**src/rtl/uart_tx_serializer_pkg.sv**
```systemverilog
// Shared types and constants for the UART transmit serializer.
// Optional parity support is selected with the UART_TX_PARITY_EN macro.
package uart_pkg;

    localparam logic UART_IDLE_LVL = 1'b1;

`ifdef UART_TX_PARITY_EN
    localparam int unsigned PARITY_BITS = 1;

    typedef enum logic [2:0] {
        IDLE,
        START,
        DATA,
        PARITY,
        STOP,
        HOLD
    } tx_state_t;
`else
    localparam int unsigned PARITY_BITS = 0;

    typedef enum logic [2:0] {
        IDLE,
        START,
        DATA,
        STOP,
        HOLD
    } tx_state_t;
`endif

    // Bit periods occupied by one frame: start + data + optional parity + stop.
    function automatic int unsigned frame_ticks(input int unsigned data_bits,
                                                input int unsigned stop_bits);
        return 1 + data_bits + PARITY_BITS + stop_bits;
    endfunction

endpackage

```
**src/rtl/uart_tx_serializer_if.sv**
```systemverilog
// Byte handshake between the upstream sequencer (master) and the serializer (slave).
interface uart_tx_serializer_if #(
    parameter int unsigned DATA_BITS = 8
);
    logic [DATA_BITS-1:0] tx_data;
    logic                 tx_valid;
    logic                 tx_ready;

    modport master (output tx_data, output tx_valid, input tx_ready);
    modport slave  (input tx_data, input tx_valid, output tx_ready);
endinterface

```
**src/rtl/uart_tx_serializer.sv**
```systemverilog
// UART transmitter: accepts a byte over valid/ready and shifts it out LSB first,
// one symbol per baud_tick, on a registered idle-high txd line.
// Define UART_TX_PARITY_EN to insert a parity bit (even, or odd with PARITY_ODD=1).
module uart_tx_serializer
    import uart_pkg::*;
#(
    parameter int unsigned DATA_BITS  = 8,
    parameter int unsigned STOP_BITS  = 1,
    parameter int unsigned PARITY_ODD = 0
) (
    input  logic              clk,
    input  logic              rst,
    input  logic              baud_tick,
    uart_tx_serializer_if.slave tx_if,
    output logic              txd,
    output logic              tx_busy
);

    localparam int unsigned CW = (DATA_BITS > 1) ? $clog2(DATA_BITS) : 1;

    if (DATA_BITS < 5 || DATA_BITS > 8 || STOP_BITS < 1 || STOP_BITS > 2 || PARITY_ODD > 1)
    begin : g_bad_cfg
        $error("uart_tx_serializer: illegal parameter combination");
    end

    tx_state_t            state, state_n;
    logic [DATA_BITS-1:0] shreg, shreg_n;
    logic [CW-1:0]        bit_cnt, bit_cnt_n;
    logic                 stop_cnt, stop_cnt_n;
    logic                 txd_n;
    logic                 ready_q;
`ifdef UART_TX_PARITY_EN
    logic                 par_q, par_n;
`endif

    assign tx_if.tx_ready = ready_q;

    // Next-state and next-output logic; every symbol change waits for baud_tick.
    always_comb begin
        state_n    = state;
        shreg_n    = shreg;
        bit_cnt_n  = bit_cnt;
        stop_cnt_n = stop_cnt;
        txd_n      = txd;
`ifdef UART_TX_PARITY_EN
        par_n      = par_q;
`endif
        case (state)
            IDLE: begin
                txd_n = UART_IDLE_LVL;
                if (tx_if.tx_valid) begin
                    shreg_n = tx_if.tx_data;
`ifdef UART_TX_PARITY_EN
                    par_n   = (^tx_if.tx_data) ^ 1'(PARITY_ODD);
`endif
                    state_n = START;
                end
            end
            START: begin
                if (baud_tick) begin
                    txd_n     = 1'b0;
                    bit_cnt_n = '0;
                    state_n   = DATA;
                end
            end
            DATA: begin
                if (baud_tick) begin
                    txd_n   = shreg[0];
                    shreg_n = shreg >> 1;
                    // Counter holds on the last bit rather than wrapping.
                    if (bit_cnt == CW'(DATA_BITS - 1)) begin
`ifdef UART_TX_PARITY_EN
                        state_n = PARITY;
`else
                        state_n = STOP;
`endif
                    end else begin
                        bit_cnt_n = bit_cnt + 1'b1;
                    end
                end
            end
`ifdef UART_TX_PARITY_EN
            PARITY: begin
                if (baud_tick) begin
                    txd_n   = par_q;
                    state_n = STOP;
                end
            end
`endif
            STOP: begin
                if (baud_tick) begin
                    txd_n      = UART_IDLE_LVL;
                    stop_cnt_n = 1'b0;
                    state_n    = HOLD;
                end
            end
            HOLD: begin
                if (baud_tick) begin
                    if (stop_cnt == 1'(STOP_BITS - 1)) begin
                        state_n = IDLE;
                    end else begin
                        stop_cnt_n = stop_cnt + 1'b1;
                    end
                end
            end
            default: begin
                state_n = IDLE;
                txd_n   = UART_IDLE_LVL;
            end
        endcase
    end

    // State and output registers with synchronous reset that aborts any frame.
    always_ff @(posedge clk) begin
        if (rst) begin
            state    <= IDLE;
            shreg    <= '0;
            bit_cnt  <= '0;
            stop_cnt <= 1'b0;
            txd      <= UART_IDLE_LVL;
            ready_q  <= 1'b1;
            tx_busy  <= 1'b0;
`ifdef UART_TX_PARITY_EN
            par_q    <= 1'b0;
`endif
        end else begin
            state    <= state_n;
            shreg    <= shreg_n;
            bit_cnt  <= bit_cnt_n;
            stop_cnt <= stop_cnt_n;
            txd      <= txd_n;
            ready_q  <= (state_n == IDLE);
            tx_busy  <= (state_n != IDLE);
`ifdef UART_TX_PARITY_EN
            par_q    <= par_n;
`endif
        end
    end

endmodule

```
**src/flat_wrapper.sv**
```systemverilog
// flat-port wrapper written by rule: the top's interface ports become plain ports
module uart_tx_serializer_flat import uart_pkg::*;
#(
    parameter int unsigned DATA_BITS  = 8,
    parameter int unsigned STOP_BITS  = 1,
    parameter int unsigned PARITY_ODD = 0
)
  (clk, rst, baud_tick, txd, tx_busy, tx_if_tx_data, tx_if_tx_valid, tx_if_tx_ready);
  uart_tx_serializer_if #(.DATA_BITS(DATA_BITS)) tx_if_i ();
  input  logic clk;
  input  logic rst;
  input  logic baud_tick;
  output logic txd;
  output logic tx_busy;
  input wire logic [$bits(tx_if_i.tx_data)-1:0] tx_if_tx_data;
  input wire logic [$bits(tx_if_i.tx_valid)-1:0] tx_if_tx_valid;
  output wire logic [$bits(tx_if_i.tx_ready)-1:0] tx_if_tx_ready;
  assign tx_if_i.tx_data = tx_if_tx_data;
  assign tx_if_i.tx_valid = tx_if_tx_valid;
  assign tx_if_tx_ready = tx_if_i.tx_ready;
  uart_tx_serializer #(.DATA_BITS(DATA_BITS), .STOP_BITS(STOP_BITS), .PARITY_ODD(PARITY_ODD)) u_core (.clk(clk), .rst(rst), .baud_tick(baud_tick), .tx_if(tx_if_i), .txd(txd), .tx_busy(tx_busy));
endmodule
```
**config.mk**
```make
export PLATFORM = sky130hd
export DESIGN_NAME = uart_tx_serializer_flat
export DESIGN_NICKNAME = d
export VERILOG_FILES = /design/src/rtl/uart_tx_serializer_pkg.sv /design/src/rtl/uart_tx_serializer_if.sv /design/src/rtl/uart_tx_serializer.sv /design/src/flat_wrapper.sv
export SDC_FILE = /design/constraint.sdc
export NUM_CORES = 1
export LEC_CHECK = 0
export ABC_AREA = 1
export BUFFER_PORTS_ARGS = -buffer_cell sky130_fd_sc_hd__buf_2
export CORE_AREA = 2 2 46 48
export DETAILED_ROUTE_END_ITERATION = 6
export DIE_AREA = 0 0 48 50
export GPL_ROUTABILITY_DRIVEN = 0
export PLACE_DENSITY_LB_ADDON = 0.2
export REMOVE_ABC_BUFFERS = 1
export SLEW_MARGIN = 0
export SYNTH_ARGS = -nofsm -noshare
export SYNTH_HDL_FRONTEND = slang
export SYNTH_SLANG_ARGS = --single-unit
```
**constraint.sdc**
```tcl
create_clock -name clk -period 2.5 [get_ports clk]
set_clock_uncertainty 0.2 [all_clocks]
set_input_delay 0.125 -clock clk [delete_from_list [all_inputs] [get_ports clk]]
set_output_delay 0.125 -clock clk [all_outputs]
set_load 0.02 [all_outputs]
```
# Yosys cells after proc, flatten, opt, wreduce, memory -nomap -nowiden
# Index checks and enable logic that the tools add are counted.
# W data, S select, Z words.
[word_totals]
regBits = 18
inputBits = 12
output_inout_bits = 3
wordCells = 53
[classes]
n_addsub = 2
eq_ne = 11
mux = 22
n_bitwise = 1
reduce_logical = 10
[op_table]
columns = ["operator", "count"]
rows = [
  ["$mux W3", 10],
  ["$mux W8", 2],
  ["$pmux W8 S2", 1],
  ["$pmux W3 S5", 1],
  ["$ne A2 B2 Y1 const B", 6],
  ["$reduce_and A4 Y1", 2],
  ["$eq A3 B2 Y1 const B", 2],
  ["$eq A3 B3 Y1 const B", 2],
  ["$logic_not A3 Y1", 2],
  ["$pmux W3 S2", 1],
  ["$reduce_and A3 Y1", 2],
  ["$reduce_bool A2 Y1", 3],
  ["$mux W1", 5],
  ["$pmux W1 S4", 1],
  ["$add A3 B1 Y3 const B", 1],
  ["$eq A3 B1 Y1 const B", 1],
  ["$reduce_bool A3 Y1", 1],
  ["$pmux W1 S2", 1],
  ["$add A1 B1 Y1 const B", 1],
  ["$not A1 Y1", 1],
]

# Longest topological paths before layout
[logic_depth]
depth_word = 5
depth_mapped = 9
ltp_nobuf = 9

# Worst setup path after synthesis
# No wires, ideal clock.
[synth_path]
kind = "register -> register"
start = "register u_core.bit_cnt[0]"
end = "register u_core.ready_q (netlist: u_core.tx_if.tx_ready)"
setup_ps = 110
t_arrival_ps = 1035
required_ps = 2190
path_slack_ps = 1155
stages_incl_launch_ff = 10
n_path_buf = 0
period_less_slack_ps = 1345
path_cell_list = "dfxtp_1 -> ha_1 -> ha_1 -> inv_1 -> nor2_1 -> nand2_1 -> nand2_1 -> nand2_1 -> nand2_1 -> inv_1"
[synth_via]
elab_chain_len = 5
[synth_rtl]
columns = ["element", "line", "rtl"]
rows = [
  ["start, declared", "uart_tx_serializer.sv:28", "logic [CW-1:0] bit_cnt, bit_cnt_n;"],
  ["start signal, assigned", "uart_tx_serializer.sv:129", "bit_cnt <= bit_cnt_n;"],
  ["$eq A3 B3 Y1", "uart_tx_serializer.sv:71", "if (bit_cnt == CW'(DATA_BITS - 1)) begin"],
  ["$mux W3", "uart_tx_serializer.sv:71", ""],
  ["$mux W3", "uart_tx_serializer.sv:67", "if (baud_tick) begin"],
  ["$pmux W3 S5", "uart_tx_serializer.sv:48", "case (state)"],
  ["$logic_not A3 Y1", "uart_tx_serializer.sv:132", "ready_q <= (state_n == IDLE);"],
  ["end signal, assigned", "uart_tx_serializer.sv:132", ""],
  ["end, declared", "uart_tx_serializer.sv:31", "logic ready_q;"],
]
# Every way passes these cells.
# A chain may end at the register's enable or synchronous reset.

# Final worst setup path
[layout_path]
start = "register u_core.state[1]"
end = "register u_core.shreg[7]"
[layout_via]
elab_chain_len = 3
elab_cells_between_ends = 7
cone_classes = "eq/ne: 3; mux: 1; reduce/logical: 3"
[layout_rtl]
columns = ["element", "line", "rtl"]
rows = [
  ["start, declared", "uart_tx_serializer.sv:26", "tx_state_t state, state_n;"],
  ["start signal, assigned", "uart_tx_serializer.sv:127", "state <= state_n;"],
  ["$eq A3 B2 Y1 / $logic_not A3 Y1 (equally long branches)", "uart_tx_serializer.sv:48", ""],
  ["$ne A2 B2 Y1 (no line) / $reduce_bool A2 Y1 (equally long branches)", "-", ""],
  ["$reduce_and A3 Y1 (no line)", "-", ""],
  ["end signal, assigned", "uart_tx_serializer.sv:128", "shreg <= shreg_n;"],
  ["end, declared", "uart_tx_serializer.sv:27", "logic [DATA_BITS-1:0] shreg, shreg_n;"],
]
# Several ways; a longest one is shown, not always the timed one.

==> qor.txt <==
STA
----------------------------------------------------------------------------------------
Final number of max-transition violations .................................            0
Number of hold violations in the final report .............................            0
Final critical delay including setup and external delays ..................      1.96 ns
Share of the clock period used by the worst path after layout .............        78.2%
Fin Setup TNS .............................................................         0 ns
Remaining max-slew budget at the tightest pin .............................        72.0%
Achievable Freq ...........................................................      511 MHz
Final-report setup violation count ........................................            0
Setup repair after global routing missed its margin .......................        false
Pin slew with the least headroom to its limit .............................     0.420 ns

FLOORPLAN
----------------------------------------------------------------------------------------
Die X .....................................................................        48 um
Starting density of the core ..............................................        48.4%
Floorplan core area .......................................................     1900 um2
Die span in y .............................................................        50 um
Top-level port count ......................................................           15
Row count .................................................................           16
Overall die area ..........................................................     2400 um2

PWR
----------------------------------------------------------------------------------------
Sequential power share ....................................................        51.7%
Combinational cell fraction of total power ................................        24.9%
Maximum ir drop on the vdd rail ...........................................     0.369 mV
Clock power share .........................................................        23.4%
Leakage dissipation .......................................................  0.000560 uW
Switching pwr .............................................................       181 uW
Internal portion of total power ...........................................       419 uW
Switching power as a share of total power .................................        30.2%
Pwr dens ..................................................................   542 nW/um2

DETAILED ROUTING
----------------------------------------------------------------------------------------
Final routed wirelength across all metal layers ...........................      1800 um
DRC violations left .......................................................            0
Iteration-0 DRC count of the detailed router ..............................           20
Routed via count divided by cell count ....................................         4.65
Antenna Nets Post-Route ...................................................            0
Total vias in the final route .............................................          879
Wire per inst .............................................................      9.54 um
Number of search-and-repair iterations in the first detailed-routing pass .            4

GRT
----------------------------------------------------------------------------------------
Number of global-route vias before repair .................................          778
Leftover overflow at the end of global routing ............................            0
Overall fraction of global-route tracks in use ............................        18.3%
Wire length of the first global-routing pass ..............................      3200 um
Largest net degree at the start of global routing .........................           17
Number of antenna violations at the first check in global routing .........            0

SYNTH
----------------------------------------------------------------------------------------
Largest family of logic cells by synthesized area ......................... simple AND/OR/NAND/NOR gates
Most common cell in the synthesized netlist ............................... sky130_fd_sc_hd__nand2_1
Most used flip-flop cell after synthesis .................................. sky130_fd_sc_hd__dfxtp_1
Leading post-synthesis cells by cell area ................................. sky130_fd_sc_hd__dfxtp_1 (37%), sky130_fd_sc_hd__nand2_1 (14%), sky130_fd_sc_hd__nor2_1 (11%), sky130_fd_sc_hd__nand3_1 (9.2%), sky130_fd_sc_hd__inv_1 (6.1%)
Yosys top cell area share .................................................        37.0%
Synth Area in Simple Gates ................................................        42.7%
Synthesized-area fraction occupied by xor and xnor cells ..................           0%
Compound-cell area share of the yosys netlist .............................        6.66%
Cell accounting for the most synthesized area ............................. sky130_fd_sc_hd__dfxtp_1
Fraction of registers with async set or reset after synthesis .............           0%
Cell Area, Synth ..........................................................      921 um2
Yosys warnings ............................................................            0
Post-synthesis cell type count ............................................           22
Share of synthesized area occupied by flip-flops and latches ..............        37.0%
Most frequent cells after synthesis ....................................... sky130_fd_sc_hd__nand2_1 (34), sky130_fd_sc_hd__nor2_1 (26), sky130_fd_sc_hd__dfxtp_1 (17), sky130_fd_sc_hd__nand3_1 (17), sky130_fd_sc_hd__inv_1 (15)
Mux cell area share after synthesis .......................................           0%
Register bit count reported by yosys ......................................           17
Synthesized instance count ................................................          139
Average cell area after synthesis .........................................     6.63 um2
Number of synthesized flops with an enable pin ............................            0
Adder-Cell Fraction of Synth Area .........................................        2.72%

LAYOUT
----------------------------------------------------------------------------------------
Final #Nets ...............................................................          177
Layout Cell Area excl Fill ................................................     1110 um2
Synth-to-Final Area Change ................................................        20.2%
Count of inserted antenna diode cells .....................................            0
Share of cells above drive strength 1 .....................................        17.9%

CTS
----------------------------------------------------------------------------------------
Buffer cell driving the clock tree root ................................... sky130_fd_sc_hd__clkbuf_4
CTS clock-pin slew for the worst setup and hold paths .....................      0.09 ns
Depth of the CTS H-tree ...................................................            1
Clock sink total ..........................................................           17
Clock tree from TritonCTS .................................................          yes
Worst-case clock buffer depth .............................................            2
Number of buffers created by CTS ..........................................            3
Worst-Skew Late Latency ...................................................      0.28 ns

MIN PATH
----------------------------------------------------------------------------------------
Worst hold start .......................................................... tx_if_tx_data[3]
Hold Path Class ...........................................................    in -> reg

SETUP PATH
----------------------------------------------------------------------------------------
Reg-to-reg slack, setup ...................................................      0.54 ns
Startpoint-to-endpoint class of the critical path .........................   reg -> reg
Worst path required time ..................................................      2.47 ns
Max Fanout on Critical Path ...............................................           16
Critical path capture point ............................................... u_core.shreg[7]
Crit Reg-Reg Startpoint ................................................... u_core.state[1]
Launching instance or port of the critical path ........................... u_core.state[1]
Terminus of the critical flop-to-flop path ................................ u_core.shreg[7]
Reg2Reg Depth .............................................................            6
Critical Path Start Type ..................................................     register
CP Data Arrival Time ......................................................      1.93 ns
Category of the worst setup path capture point ............................     register

PLACED DESIGN
----------------------------------------------------------------------------------------
Post-detailed-placement cell area .........................................     1000 um2
Quantity of I/O buffers inserted on ports .................................           14
DP HPWL ...................................................................      1330 um

FLOW RUN
----------------------------------------------------------------------------------------
Max-capacitance violation count ...........................................            0

RUN STATUS
----------------------------------------------------------------------------------------
Status .................................................................... finished, final reports clean

state kept, by name, indices dropped and copies added (netlist names):
name / count
u_core.txd: 1
u_core.tx_if.tx_ready: 1
u_core.bit_cnt: 3
u_core.state: 3
u_core.tx_busy: 1
u_core.shreg: 8
what timing repair did:
item | 4_1_cts | 5_1_grt
hold buffers | 8 | 0
buffers inserted | 0 | 0
resized for setup | 0 | 0
endpoints found under the hold margin | 9 | 0
cell usage in the layout, fill, tap and decap left out:
cell	instances
sky130_fd_sc_hd__nand2_1	34
sky130_fd_sc_hd__nor2_1	26
sky130_fd_sc_hd__nand3_1	17
sky130_fd_sc_hd__dfxtp_1	17
sky130_fd_sc_hd__inv_1	15
sky130_fd_sc_hd__buf_2	14
sky130_fd_sc_hd__dlygate4sd3_1	8
sky130_fd_sc_hd__o21ai_1	6
sky130_fd_sc_hd__inv_2	4
sky130_fd_sc_hd__nand4_1	3
sky130_fd_sc_hd__clkbuf_4	3
sky130_fd_sc_hd__nand2_2	2
sky130_fd_sc_hd__o21ai_0	2
sky130_fd_sc_hd__ha_1	2
sky130_fd_sc_hd__nand3_4	1
sky130_fd_sc_hd__inv_4	1
sky130_fd_sc_hd__nand2_4	1
sky130_fd_sc_hd__nor2_4	1
sky130_fd_sc_hd__a21oi_4	1
sky130_fd_sc_hd__a21oi_1	1
sky130_fd_sc_hd__nor3_1	1
sky130_fd_sc_hd__nor2_2	1
sky130_fd_sc_hd__clkbuf_1	1
power groups by stage:
stage / registers [uW] / clock network, uW / logic [uW]
6_report: 310 / 141 / 149
3_5_place_dp: 317 / 0 / 140
2_1_floorplan: 322 / 0 / 96.4
5_1_grt: 313 / 159 / 173
4_1_cts: 310 / 146 / 150
3_3_place_gp: 315 / 0 / 137
kinds of logic (layout without fill, tap and decap cells):
| group | count (synthesis) | after routing |
|---|---|---|
| adder cells (fa/ha/maj) | 2 | 2 |
| buffers and inverters | 23 | 46 |
| AND/OR/NAND/NOR | 87 | 87 |
| flip-flops | 17 | 17 |
| AO/OA/AOI/OAI | 10 | 10 |
layer usage:
layer	part of all wire [%]	track usage, %
met1	51	26.1
met2	44	26.9
met3	3.4	4.40
met4	0.83	5.41
met5	0	0
worst min path at each step:
stage	to	slack (ns)	depth (start not counted)
after floorplan	u_core.shreg[7]	-0.006	1
after global placement	u_core.shreg[7]	0.12	2
after detailed placement	u_core.shreg[7]	0.12	2
after CTS	u_core.shreg[3]	0.004	5
after global routing	u_core.state[2]	0.06	3
final	u_core.shreg[3]	0.0006	5
layout make-up:
type                            count  area [um2]
Fill cell                         193         795
Tap cell                           27        33.8
Multi-Input combinational cell     99         479
Inverter                           20        77.6
Sequential cell                    17         340
Timing Repair Buffer               22         150
Clock buffer                        4        26.3
through the flow:
step	setup slack [ns]	utilization, %	instances	total power [uW]	hold WS (ns)
6_report	0.544	58.2	189	600	0.000554
5_1_grt	0.420	58.2	189	645	0.0578
4_1_cts	0.543	58.2	189	606	0.00391
3_5_place_dp	1.00	52.6	177	456	0.120
3_3_place_gp	1.05	52.6	177	452	0.121
2_1_floorplan	1.14	-	136	419	-0.00593
critical path, cell delays in order, from the launching register on:
cell and delay [ns]:
sky130_fd_sc_hd__dfxtp_1 0.48, sky130_fd_sc_hd__nand3_4 0.22, sky130_fd_sc_hd__inv_4 0.17, sky130_fd_sc_hd__nand2_4 0.10
sky130_fd_sc_hd__nand3_1 0.08, sky130_fd_sc_hd__a21oi_1 0.06, sky130_fd_sc_hd__dlygate4sd3_1 0.54
(Power assumes the default switching activity.)
